===== src/rtl/spi_pkg.sv =====
// Shared definitions for the SPI frame slave.
//   spi_state_e    : frame FSM states
//   SPI_WR_CMD/RD  : default command codes
//   sample_on_rise : mode helper, 1 when data is sampled on rising SCK
package spi_pkg;

  typedef enum logic [2:0] {
    ST_IDLE,
    ST_CMD,
    ST_ADDR,
    ST_DATA,
    ST_DONE
  } spi_state_e;

  localparam logic [7:0] SPI_WR_CMD = 8'hB5;
  localparam logic [7:0] SPI_RD_CMD = 8'h0B;

  // Modes 0 and 3 sample on the rising edge, modes 1 and 2 on the falling edge.
  function automatic logic sample_on_rise(input logic cpol, input logic cpha);
    return (cpol == cpha);
  endfunction

endpackage


===== src/rtl/spi_pin_sync.sv =====
// Pin synchroniser and edge detector for the SPI slave.
//   clk, rst_n  : system clock, async active-low reset
//   sck/cs_n/mosi : raw asynchronous SPI pins
//   cs_n_s, mosi_s : synchronised chip select and data
//   sample_edge/shift_edge : one-cycle SCK edge pulses, only while cs_n_s is low
//   cs_fall/cs_rise : one-cycle chip-select edge pulses
module spi_pin_sync
  import spi_pkg::*;
#(
  parameter int   SYNC_STAGES = 2,
  parameter logic CPOL        = 1'b0,
  parameter logic CPHA        = 1'b0
) (
  input  logic clk,
  input  logic rst_n,
  input  logic sck,
  input  logic cs_n,
  input  logic mosi,
  output logic cs_n_s,
  output logic mosi_s,
  output logic sample_edge,
  output logic shift_edge,
  output logic cs_fall,
  output logic cs_rise
);

  localparam logic SAMPLE_RISE = sample_on_rise(CPOL, CPHA);

  logic [SYNC_STAGES-1:0] sck_sr;
  logic [SYNC_STAGES-1:0] cs_sr;
  logic [SYNC_STAGES-1:0] mosi_sr;
  logic                   sck_d;
  logic                   cs_d;
  logic                   sck_s;
  logic                   sck_rise;
  logic                   sck_fall;

  // Synchroniser chains preset to the idle bus state so reset never
  // looks like an edge.
  always_ff @(posedge clk or negedge rst_n) begin
    if (!rst_n) begin
      sck_sr  <= {SYNC_STAGES{CPOL}};
      cs_sr   <= '1;
      mosi_sr <= '0;
      sck_d   <= CPOL;
      cs_d    <= 1'b1;
    end else begin
      sck_sr  <= {sck_sr[SYNC_STAGES-2:0], sck};
      cs_sr   <= {cs_sr[SYNC_STAGES-2:0], cs_n};
      mosi_sr <= {mosi_sr[SYNC_STAGES-2:0], mosi};
      sck_d   <= sck_sr[SYNC_STAGES-1];
      cs_d    <= cs_sr[SYNC_STAGES-1];
    end
  end

  assign sck_s    = sck_sr[SYNC_STAGES-1];
  assign cs_n_s   = cs_sr[SYNC_STAGES-1];
  assign mosi_s   = mosi_sr[SYNC_STAGES-1];
  assign sck_rise = sck_s & ~sck_d;
  assign sck_fall = ~sck_s & sck_d;

  assign sample_edge = (SAMPLE_RISE ? sck_rise : sck_fall) & ~cs_n_s;
  assign shift_edge  = (SAMPLE_RISE ? sck_fall : sck_rise) & ~cs_n_s;
  assign cs_fall     = cs_d & ~cs_n_s;
  assign cs_rise     = ~cs_d & cs_n_s;

endmodule


===== src/rtl/spi_slave_frame.sv =====
// SPI command/address/data frame slave running on the system clock.
//   clk, rst_n          : system clock, async active-low reset
//   sck, cs_n, mosi     : SPI pins (asynchronous)
//   miso, miso_oe       : SPI read data and its output enable
//   cmd/address/data    : fields of the last completed frame
//   frame_valid, wr_en  : one-cycle completion strobes
//   rd_req, rd_data     : read request and returned data (next cycle)
// Build option: define SPI_SLAVE_READBACK_EN to enable read commands and
// MISO shifting; otherwise rd_req/miso are 0 and read frames complete as
// ordinary frames.
module spi_slave_frame
  import spi_pkg::*;
#(
  parameter int               CMD_W       = 8,
  parameter int               ADDR_W      = 24,
  parameter int               DATA_W      = 32,
  parameter logic             CPOL        = 1'b0,
  parameter logic             CPHA        = 1'b0,
  parameter int               SYNC_STAGES = 2,
  parameter logic [CMD_W-1:0] WR_CMD      = CMD_W'(SPI_WR_CMD),
  parameter logic [CMD_W-1:0] RD_CMD      = CMD_W'(SPI_RD_CMD)
) (
  input  logic              clk,
  input  logic              rst_n,
  input  logic              sck,
  input  logic              cs_n,
  input  logic              mosi,
  output logic              miso,
  output logic              miso_oe,
  output logic [CMD_W-1:0]  cmd,
  output logic [ADDR_W-1:0] address,
  output logic [DATA_W-1:0] data,
  output logic              frame_valid,
  output logic              wr_en,
  output logic              rd_req,
  input  logic [DATA_W-1:0] rd_data
);

  localparam int CNT_W = $clog2(CMD_W + ADDR_W + DATA_W + 1);
  localparam logic [CNT_W-1:0] CMD_END  = CNT_W'(CMD_W - 1);
  localparam logic [CNT_W-1:0] ADDR_END = CNT_W'(CMD_W + ADDR_W - 1);
  localparam logic [CNT_W-1:0] DATA_END = CNT_W'(CMD_W + ADDR_W + DATA_W - 1);

  logic cs_n_s, mosi_s, sample_edge, shift_edge, cs_fall, cs_rise;

  spi_pin_sync #(
    .SYNC_STAGES(SYNC_STAGES),
    .CPOL       (CPOL),
    .CPHA       (CPHA)
  ) u_sync (
    .clk        (clk),
    .rst_n      (rst_n),
    .sck        (sck),
    .cs_n       (cs_n),
    .mosi       (mosi),
    .cs_n_s     (cs_n_s),
    .mosi_s     (mosi_s),
    .sample_edge(sample_edge),
    .shift_edge (shift_edge),
    .cs_fall    (cs_fall),
    .cs_rise    (cs_rise)
  );

  spi_state_e        state, state_nx;
  logic [CNT_W-1:0]  cnt;
  logic [CMD_W-1:0]  cmd_sh;
  logic [ADDR_W-1:0] addr_sh;
  logic [DATA_W-1:0] data_sh;
  logic              take_bit, last_addr, last_data;

  always_ff @(posedge clk or negedge rst_n) begin
    if (!rst_n) state <= ST_IDLE;
    else        state <= state_nx;
  end

  always_comb begin
    state_nx  = state;
    take_bit  = 1'b0;
    last_addr = 1'b0;
    last_data = 1'b0;
    case (state)
      ST_IDLE: if (cs_fall) state_nx = ST_CMD;
      ST_CMD: begin
        take_bit = sample_edge;
        if (sample_edge && cnt == CMD_END) state_nx = ST_ADDR;
      end
      ST_ADDR: begin
        take_bit  = sample_edge;
        last_addr = sample_edge && (cnt == ADDR_END);
        if (last_addr) state_nx = ST_DATA;
      end
      ST_DATA: begin
        take_bit  = sample_edge;
        last_data = sample_edge && (cnt == DATA_END);
        if (last_data) state_nx = ST_DONE;
      end
      default: ;
    endcase
    if (cs_rise) state_nx = ST_IDLE;
  end

  // Shadow capture and frame completion; the visible fields only change
  // when a whole frame has been clocked in.
  always_ff @(posedge clk or negedge rst_n) begin
    if (!rst_n) begin
      cnt         <= '0;
      cmd_sh      <= '0;
      addr_sh     <= '0;
      data_sh     <= '0;
      cmd         <= '0;
      address     <= '0;
      data        <= '0;
      frame_valid <= 1'b0;
      wr_en       <= 1'b0;
    end else begin
      frame_valid <= 1'b0;
      wr_en       <= 1'b0;
      if (cs_rise || cs_fall) begin
        cnt     <= '0;
        cmd_sh  <= '0;
        addr_sh <= '0;
        data_sh <= '0;
      end else if (take_bit) begin
        cnt <= cnt + CNT_W'(1);
        if (state == ST_CMD)       cmd_sh  <= {cmd_sh[CMD_W-2:0], mosi_s};
        else if (state == ST_ADDR) addr_sh <= {addr_sh[ADDR_W-2:0], mosi_s};
        else                       data_sh <= {data_sh[DATA_W-2:0], mosi_s};
      end
      if (last_data) begin
        cmd         <= cmd_sh;
        address     <= addr_sh;
        data        <= {data_sh[DATA_W-2:0], mosi_s};
        frame_valid <= 1'b1;
        wr_en       <= (cmd_sh == WR_CMD);
      end
    end
  end

  assign miso_oe = ~cs_n_s;

`ifdef SPI_SLAVE_READBACK_EN
  localparam logic [CNT_W-1:0] DATA_START = CNT_W'(CMD_W + ADDR_W);

  logic              rd_req_p0, rd_cap_p1, rd_frame, miso_r;
  logic [DATA_W-1:0] rd_sh;

  // rd_req_p0 -> rd_cap_p1: rd_data is valid the cycle after the request.
  // With CPHA=0 the MSB must be on the wire before the first data sample,
  // so it goes out at capture and the shift edge that precedes the first
  // data sample is skipped. With CPHA=1 the first data shift edge presents
  // the MSB.
  always_ff @(posedge clk or negedge rst_n) begin
    if (!rst_n) begin
      rd_req_p0 <= 1'b0;
      rd_cap_p1 <= 1'b0;
      rd_frame  <= 1'b0;
      miso_r    <= 1'b0;
      rd_sh     <= '0;
    end else begin
      rd_req_p0 <= last_addr && (cmd_sh == RD_CMD);
      rd_cap_p1 <= rd_req_p0;
      if (cs_rise || cs_fall) begin
        rd_frame <= 1'b0;
        miso_r   <= 1'b0;
        rd_sh    <= '0;
      end else begin
        if (rd_req_p0) rd_frame <= 1'b1;
        if (rd_cap_p1) begin
          if (CPHA == 1'b0) begin
            miso_r <= rd_data[DATA_W-1];
            rd_sh  <= {rd_data[DATA_W-2:0], 1'b0};
          end else begin
            rd_sh  <= rd_data;
          end
        end else if (shift_edge && rd_frame && state == ST_DATA &&
                     (CPHA == 1'b1 || cnt != DATA_START)) begin
          miso_r <= rd_sh[DATA_W-1];
          rd_sh  <= {rd_sh[DATA_W-2:0], 1'b0};
        end
      end
    end
  end

  assign rd_req = rd_req_p0;
  assign miso   = miso_r & rd_frame & (state == ST_DATA);
`else
  logic unused_rd;
  assign unused_rd = ^{rd_data, shift_edge, RD_CMD};
  assign rd_req    = 1'b0;
  assign miso      = 1'b0;
`endif

endmodule


===== config.mk =====
export PLATFORM = sky130hd
export DESIGN_NAME = spi_slave_frame
export DESIGN_NICKNAME = d
export VERILOG_FILES = /design/src/rtl/spi_pkg.sv /design/src/rtl/spi_pin_sync.sv /design/src/rtl/spi_slave_frame.sv
export SDC_FILE = /design/constraint.sdc
export NUM_CORES = 1
export LEC_CHECK = 0
export CORE_UTILIZATION = 30
export CTS_CLUSTER_DIAMETER = 100
export DETAILED_ROUTE_END_ITERATION = 6
export SLEW_MARGIN = 10
export SYNTH_ARGS = -nofsm -noshare
export SYNTH_HDL_FRONTEND = slang
export SYNTH_SLANG_ARGS = --single-unit

===== constraint.sdc =====
create_clock -name clk -period 3.8 [get_ports clk]
set_input_delay 0.38 -clock clk [delete_from_list [all_inputs] [get_ports clk]]
set_output_delay 0.38 -clock clk [all_outputs]
set_load 0.005 [all_outputs]

# Yosys cells after proc, flatten, opt, wreduce, memory -nomap -nowiden
# Cells that the tools add are included.
dict set report word_totals {
  word_cells 73
  n_memories 0
  romBits 0
  reg_bits 147
  ramBits 0
  latchBits 0
  in_bits 37
}
dict set report op_classes {
  reduce_logical 14
  div 0
  n_mul 0
  bitwise_logic 7
  shift 0
  muxes 23
  eq_ne 13
  magnitude_cmp 0
  n_addsub 1
}
# cell n
set ops {}
lappend ops {{two-way mux 31 bit} 4}
lappend ops {{two-way mux 24 bit} 4}
lappend ops {{two-way mux 8 bit} 3}
lappend ops {{two-way mux 3 bit} 5}
lappend ops {{two-way mux 7 bit} 2}
lappend ops {{!= test 3 bit, second input constant} 4}
lappend ops {{one-hot mux 3 bit (4 select lines)} 1}
lappend ops {{equality test 8 bit, second input constant} 1}
lappend ops {{adder 7 x 1 -> 7 bit, second input constant} 1}
lappend ops {{equality test 7 x 3 -> 1 bit, second input constant} 1}
lappend ops {{equality test 7 x 5 -> 1 bit, second input constant} 1}
lappend ops {{equality test 7 x 6 -> 1 bit, second input constant} 1}
lappend ops {{equality test 3 x 2 -> 1 bit, second input constant} 2}
lappend ops {{AND reduction 3 bit} 2}
lappend ops {{nonzero test 2 bit} 3}
lappend ops {{AND reduction 5 bit} 1}
lappend ops {{nonzero test 5 bit} 1}
lappend ops {{AND 1 bit} 4}
lappend ops {{two-way mux 1 bit} 4}
lappend ops {{!= test 2 bit, second input constant} 2}
lappend ops {{equality test 3 x 1 -> 1 bit, second input constant} 1}
lappend ops {{logical AND 1 bit} 3}
lappend ops {{logical NOT 3 bit} 1}
lappend ops {{inverter 1 bit} 3}
lappend ops {{other kinds (3)} 3}

# Depth between registers and ports, before layout
dict set report depth {
  word_depth 7
  mapped_depth 7
}

# Modules after synthesis
# Synthesis repeated with hierarchy kept, for this count alone.
dict set report unflattened {
  hier_cells 491
  hier_area_um2 6040.8
}
# mod n_inst cells_each area_per_inst_um2
set by_module_without_submodules {}
lappend by_module_without_submodules {spi_slave_frame 1 479 5809.3}
lappend by_module_without_submodules {spi_pin_sync 1 12 231.5}

# Worst setup path before layout
# OpenSTA, ideal clock, no wires.
dict set report synth_path {
  path_kind {flip-flop to flip-flop}
  start {register state[2]}
  end {register address[10]}
  period_less_slack_ps 1842
  arrival_ps 1715
  path_buffers 3
  t_required_ps 3673
  slack_ps 1958
  stages_incl_launch_ff 8
  cell_sequence {dfrtp_1 -> buf_2 -> and2b_2 -> nand3_4 -> nor3_2 -> buf_4 -> buf_6 -> mux2_1}
}
dict set report synth_via {
  elab_chain_cells 2
}
# element line_no
set synth_rtl {}
lappend synth_rtl {{start, declared} spi_slave_frame.sv:64} ;# spi_state_e state, state_nx;
lappend synth_rtl {{start signal, assigned} spi_slave_frame.sv:73} ;# else state <= state_nx;
lappend synth_rtl {{equality test 3 x 2 -> 1 bit} spi_slave_frame.sv:81} ;# case (state)
lappend synth_rtl {{two-way mux 1 bit} spi_slave_frame.sv:81}
lappend synth_rtl {{end signal, assigned} spi_slave_frame.sv:131} ;# address <= addr_sh;
lappend synth_rtl {{end, declared} spi_slave_frame.sv:31} ;# output logic [ADDR_W-1:0] address,
# Every way passes these cells.
# A chain may end at the register's enable or synchronous reset.

# Final worst setup path
dict set report layout_path {
  start {register u_sync.cs_sr[1]}
  end {register cmd[7]}
}
dict set report layout_via {
  elab_chain_cells 4
}
# element line_no
set layout_rtl {}
lappend layout_rtl {{start, declared} spi_pin_sync.sv:30} ;# logic [SYNC_STAGES-1:0] cs_sr;
lappend layout_rtl {{start signal, assigned} spi_pin_sync.sv:49} ;# cs_sr <= {cs_sr[SYNC_STAGES-2:0], cs_n};
lappend layout_rtl {{inverter 1 bit} spi_pin_sync.sv:62} ;# assign sample_edge = (SAMPLE_RISE ? sck_rise : sck_fall) & ~cs_n_s;
lappend layout_rtl {{AND 1 bit} spi_pin_sync.sv:62}
lappend layout_rtl {{logical AND 1 bit} spi_slave_frame.sv:94} ;# last_data = sample_edge && (cnt == DATA_END);
lappend layout_rtl {{two-way mux 1 bit} spi_slave_frame.sv:81}
lappend layout_rtl {{end signal, assigned} spi_slave_frame.sv:130} ;# cmd <= cmd_sh;
lappend layout_rtl {{end, declared} spi_slave_frame.sv:30} ;# output logic [CMD_W-1:0] cmd,
# Every way passes these cells.

==> metrics.csv <==
stage,metric,value,unit
synth,Mean Syn Cell Area,12.3,um^2
clock_network,CTS tree,yes,
setup_path,crit path kind,flip-flop to flip-flop,
synth,"EDFF count, synth",0,
synth,most common flop cell mapped by yosys,dfrtp_1,
power_and_ir_drop,pwr dens,467,nW/um^2
global_route,GRT Overall Usage,12.4,%
synth,mapped cell area,6020,um^2
clock_network,Resize count post-CTS,0,
layout,Syn-to-layout area delta,26.5,%
setup_path,Reg2Reg Setup Slack,1310,ps
global_route,vias in the first global route,3899,
setup_path,Critical Path Max Stage Delay,420,ps
sta,worst-margin pin slew,976,ps
setup_path,cells along the critical path,nor3b_2 > nand3_4 > nor3_4 > buf_4 > mux2_2,
routing,antenna-violating nets left,0,
clock_network,Post CTS Setup Buffer Count,0,
clock_network,# hold bufs at CTS,0,
floorplan,I/O Pins,106,
clock_network,H-tree depth,4,
routing,vias,3735,
sta,total negative slack,0,ps
place,"Cell Area, Placed",6950,um^2
routing,drt pass-1 iters,4,
sta,final hold violation count,0,
setup_path,slowest library cell on the worst path,nor3b_2,
power_and_ir_drop,"Power, Total",3.55,mW
place,Placer Congestion,0.698,
setup_path,Worst Setup EP,cmd[7]$_DFFE_PN0P_,
clock_network,Sink Count,147,
floorplan,number of core rows,51,
sta,setup violators final,0,
synth,"Distinct cells, synth",42,
layout,share of layout cells above drive strength 1,12.7,%
job,number of max-cap violations,0,
clock_network,TritonCTS buffer count,17,
sta,Max Slew Vio Count,0,
global_route,first-pass GRT wire length,19700,um
min_path,HP Class,primary input to async pin,
layout,antenna diode count,0,
setup_path,CP max FO,32,
setup_path,R2R cell count,5,
floorplan,die outline width,144,um
clock_network,"CTS clk-pin slew, worst paths",60,ps
global_route,largest net degree at the start of global routing,109,
global_route,Congestion Overflow GR,0,
synth,Synth Instances,491,
setup_path,CP arrival,2780,ps
setup_path,FF-to-FF End,cmd[7]$_DFFE_PN0P_,
setup_path,Worst Path Required,4090,ps
routing,wire per inst,13.6,um
sta,unrepaired setup endpoints after global routing,no,
place,number of port buffers,71,
routing,Remaining DRCs,0,
power_and_ir_drop,Max VDD drop,0.303,mV
sta,Worst Clk Skew,7.46,ps
sta,slew margin rel.,34.9,%
place,dpl hpwl,6990,um
clock_network,root buffer cell,clkbuf_16,
place,post-place setup slack,1270,ps
floorplan,Initial Util,30.7,%
synth,Post-synth ARST share,100,%
synth,register area share after synthesis,61.2,%
setup_path,CP Launch Type,flip-flop,
setup_path,CP Buf/Inv Count,1,
routing,vias per std cell,4.49,
routing,Routed WL,11300,um
layout,Final Cell Area,7610,um^2
floorplan,floorplan core area,19600,um^2
clock_network,Worst-Skew Late Latency,410,ps
floorplan,Die Area,20600,um^2
clock_network,clk buf depth,2,
setup_path,Worst Setup SP,u_sync.cs_sr[1]$_DFF_PN1_,
synth,Synth Warn #,0,
sta,final period utilization,65.5,%
setup_path,worst reg2reg startpoint,u_sync.cs_sr[1]$_DFF_PN1_,
setup_path,WP depth,5,
routing,Starting DRT DRC Count,128,
setup_path,Worst path top cell family by delay,simple AND/OR/NAND/NOR gates,
synth,Yosys reg bits,147,
sta,min cycle time layout,2490,ps
power_and_ir_drop,Leak,3.42,nW
outcome,outcome,completed,
sta,FMAX,402,MHz
sta,final worst setup slack,1310,ps
setup_path,CP Capture Type,flip-flop,
global_route,initial antenna violation count,0,
layout,Nets,593,
floorplan,Die Span Y,144,um
layout,final design utilization,38.9,%
synth_stat cells, types with 3 or more instances:
cell / instances / area, um^2
dfrtp_1: 144 / 3600
nand2_1: 114 / 428
a21boi_0: 56 / 420
mux2_1: 38 / 428
mux2_2: 26 / 293
clkbuf_1: 16 / 60.1
buf_2: 10 / 50.1
nor2b_1: 9 / 56.3
mux2i_1: 8 / 80.1
and2_1: 7 / 43.8
xor2_1: 6 / 52.6
nand3_1: 5 / 25.0
buf_6: 4 / 45.0
nor3_1: 4 / 20.0
nor3b_1: 4 / 30.0
buf_4: 3 / 22.5
dfstp_2: 3 / 78.8
inv_1: 3 / 11.3
final cells by class:
type                       count  area, um^2
tap                          265         332
multi-input combinational    309        2160
sequential                   147        3680
inverter                       3        11.3
fill                        1892       12000
clock inverter                12         229
clock buffer                  20         437
timing repair buffer          76         762
through the flow:
stage          instances  hold slack [ps]
2_1_floorplan        492             84.4
3_3_place_gp         800              339
3_5_place_dp         800              339
4_1_cts              832              143
5_1_grt              832              179
6_report             832              111
how the worst min path moves through the flow:
stage	start	slack, ps	to
6_report	rst_n	110	address[19]$_DFFE_PN0P_
5_1_grt	rst_n	180	address[19]$_DFFE_PN0P_
2_1_floorplan	rst_n	80	addr_sh[0]$_DFFE_PN0P_
3_5_place_dp	u_sync.sck_sr[0]$_DFF_PN0_	340	u_sync.sck_sr[1]$_DFF_PN0_
3_3_place_gp	u_sync.mosi_sr[0]$_DFF_PN0_	340	u_sync.mosi_sr[1]$_DFF_PN0_
4_1_cts	rst_n	140	address[21]$_DFFE_PN0P_
flip-flops by register name, indices dropped and copies added, names as in the netlist, 2 cells and up:
signal          cells
data               32
data_sh            31
addr_sh            24
address            24
cmd                 8
cmd_sh              8
cnt                 7
state               3
u_sync.cs_sr        2
u_sync.mosi_sr      2
u_sync.sck_sr       2
routing by layer:
metal  global-route usage, %  vias to the layer above  routed length (um)
met4                    5.32                        0                 203
li1                        -                     1777                   -
met3                    3.50                       18                 383
met1                    15.7                     1876                5330
met2                    19.7                       64                5380
met5                       0                        -                   0
cells by family after synthesis:
group                      count (synthesis)  synth area share, %
adders and majority gates                  2                0.416
other                                      1               0.0623
DFF                                      147                 61.2
muxes                                     72                 13.3
and+or+nand+nor                          159                 12.3
AOI/OAI and AO/OA                         68                 8.73
xor gates and xnor gates                   6                0.873
buffers and inverters                     36                 3.14
layout by cell type, fill, tap and decap left out, types with 2 or more instances in the layout:
cell type and count:
nor3_1 4, nor4_1 2, nand2_1 114, xor2_1 6, clkbuf_16 17, nand3_1 5, a31oi_1 2, buf_4 4
clkinv_4 2, a21boi_0 56, nand3b_1 2, conb_1 2, inv_1 3, clkdlybuf4s50_1 70, mux2_1 38, mux2_2 26
nor3b_1 4, and2_1 7, nor2_1 2, nor2b_1 9, clkbuf_1 3, bufinv_16 6, clkinvlp_4 3, dfrtp_1 144
o21ai_0 2, dfstp_2 3, mux2i_1 8
report_power, final:
part           switching, mW  internal (mW)
sequential           0.00657           1.57
combinational         0.0611         0.0326
clock                  0.645           1.24
Power figures use the tool's default switching activity.
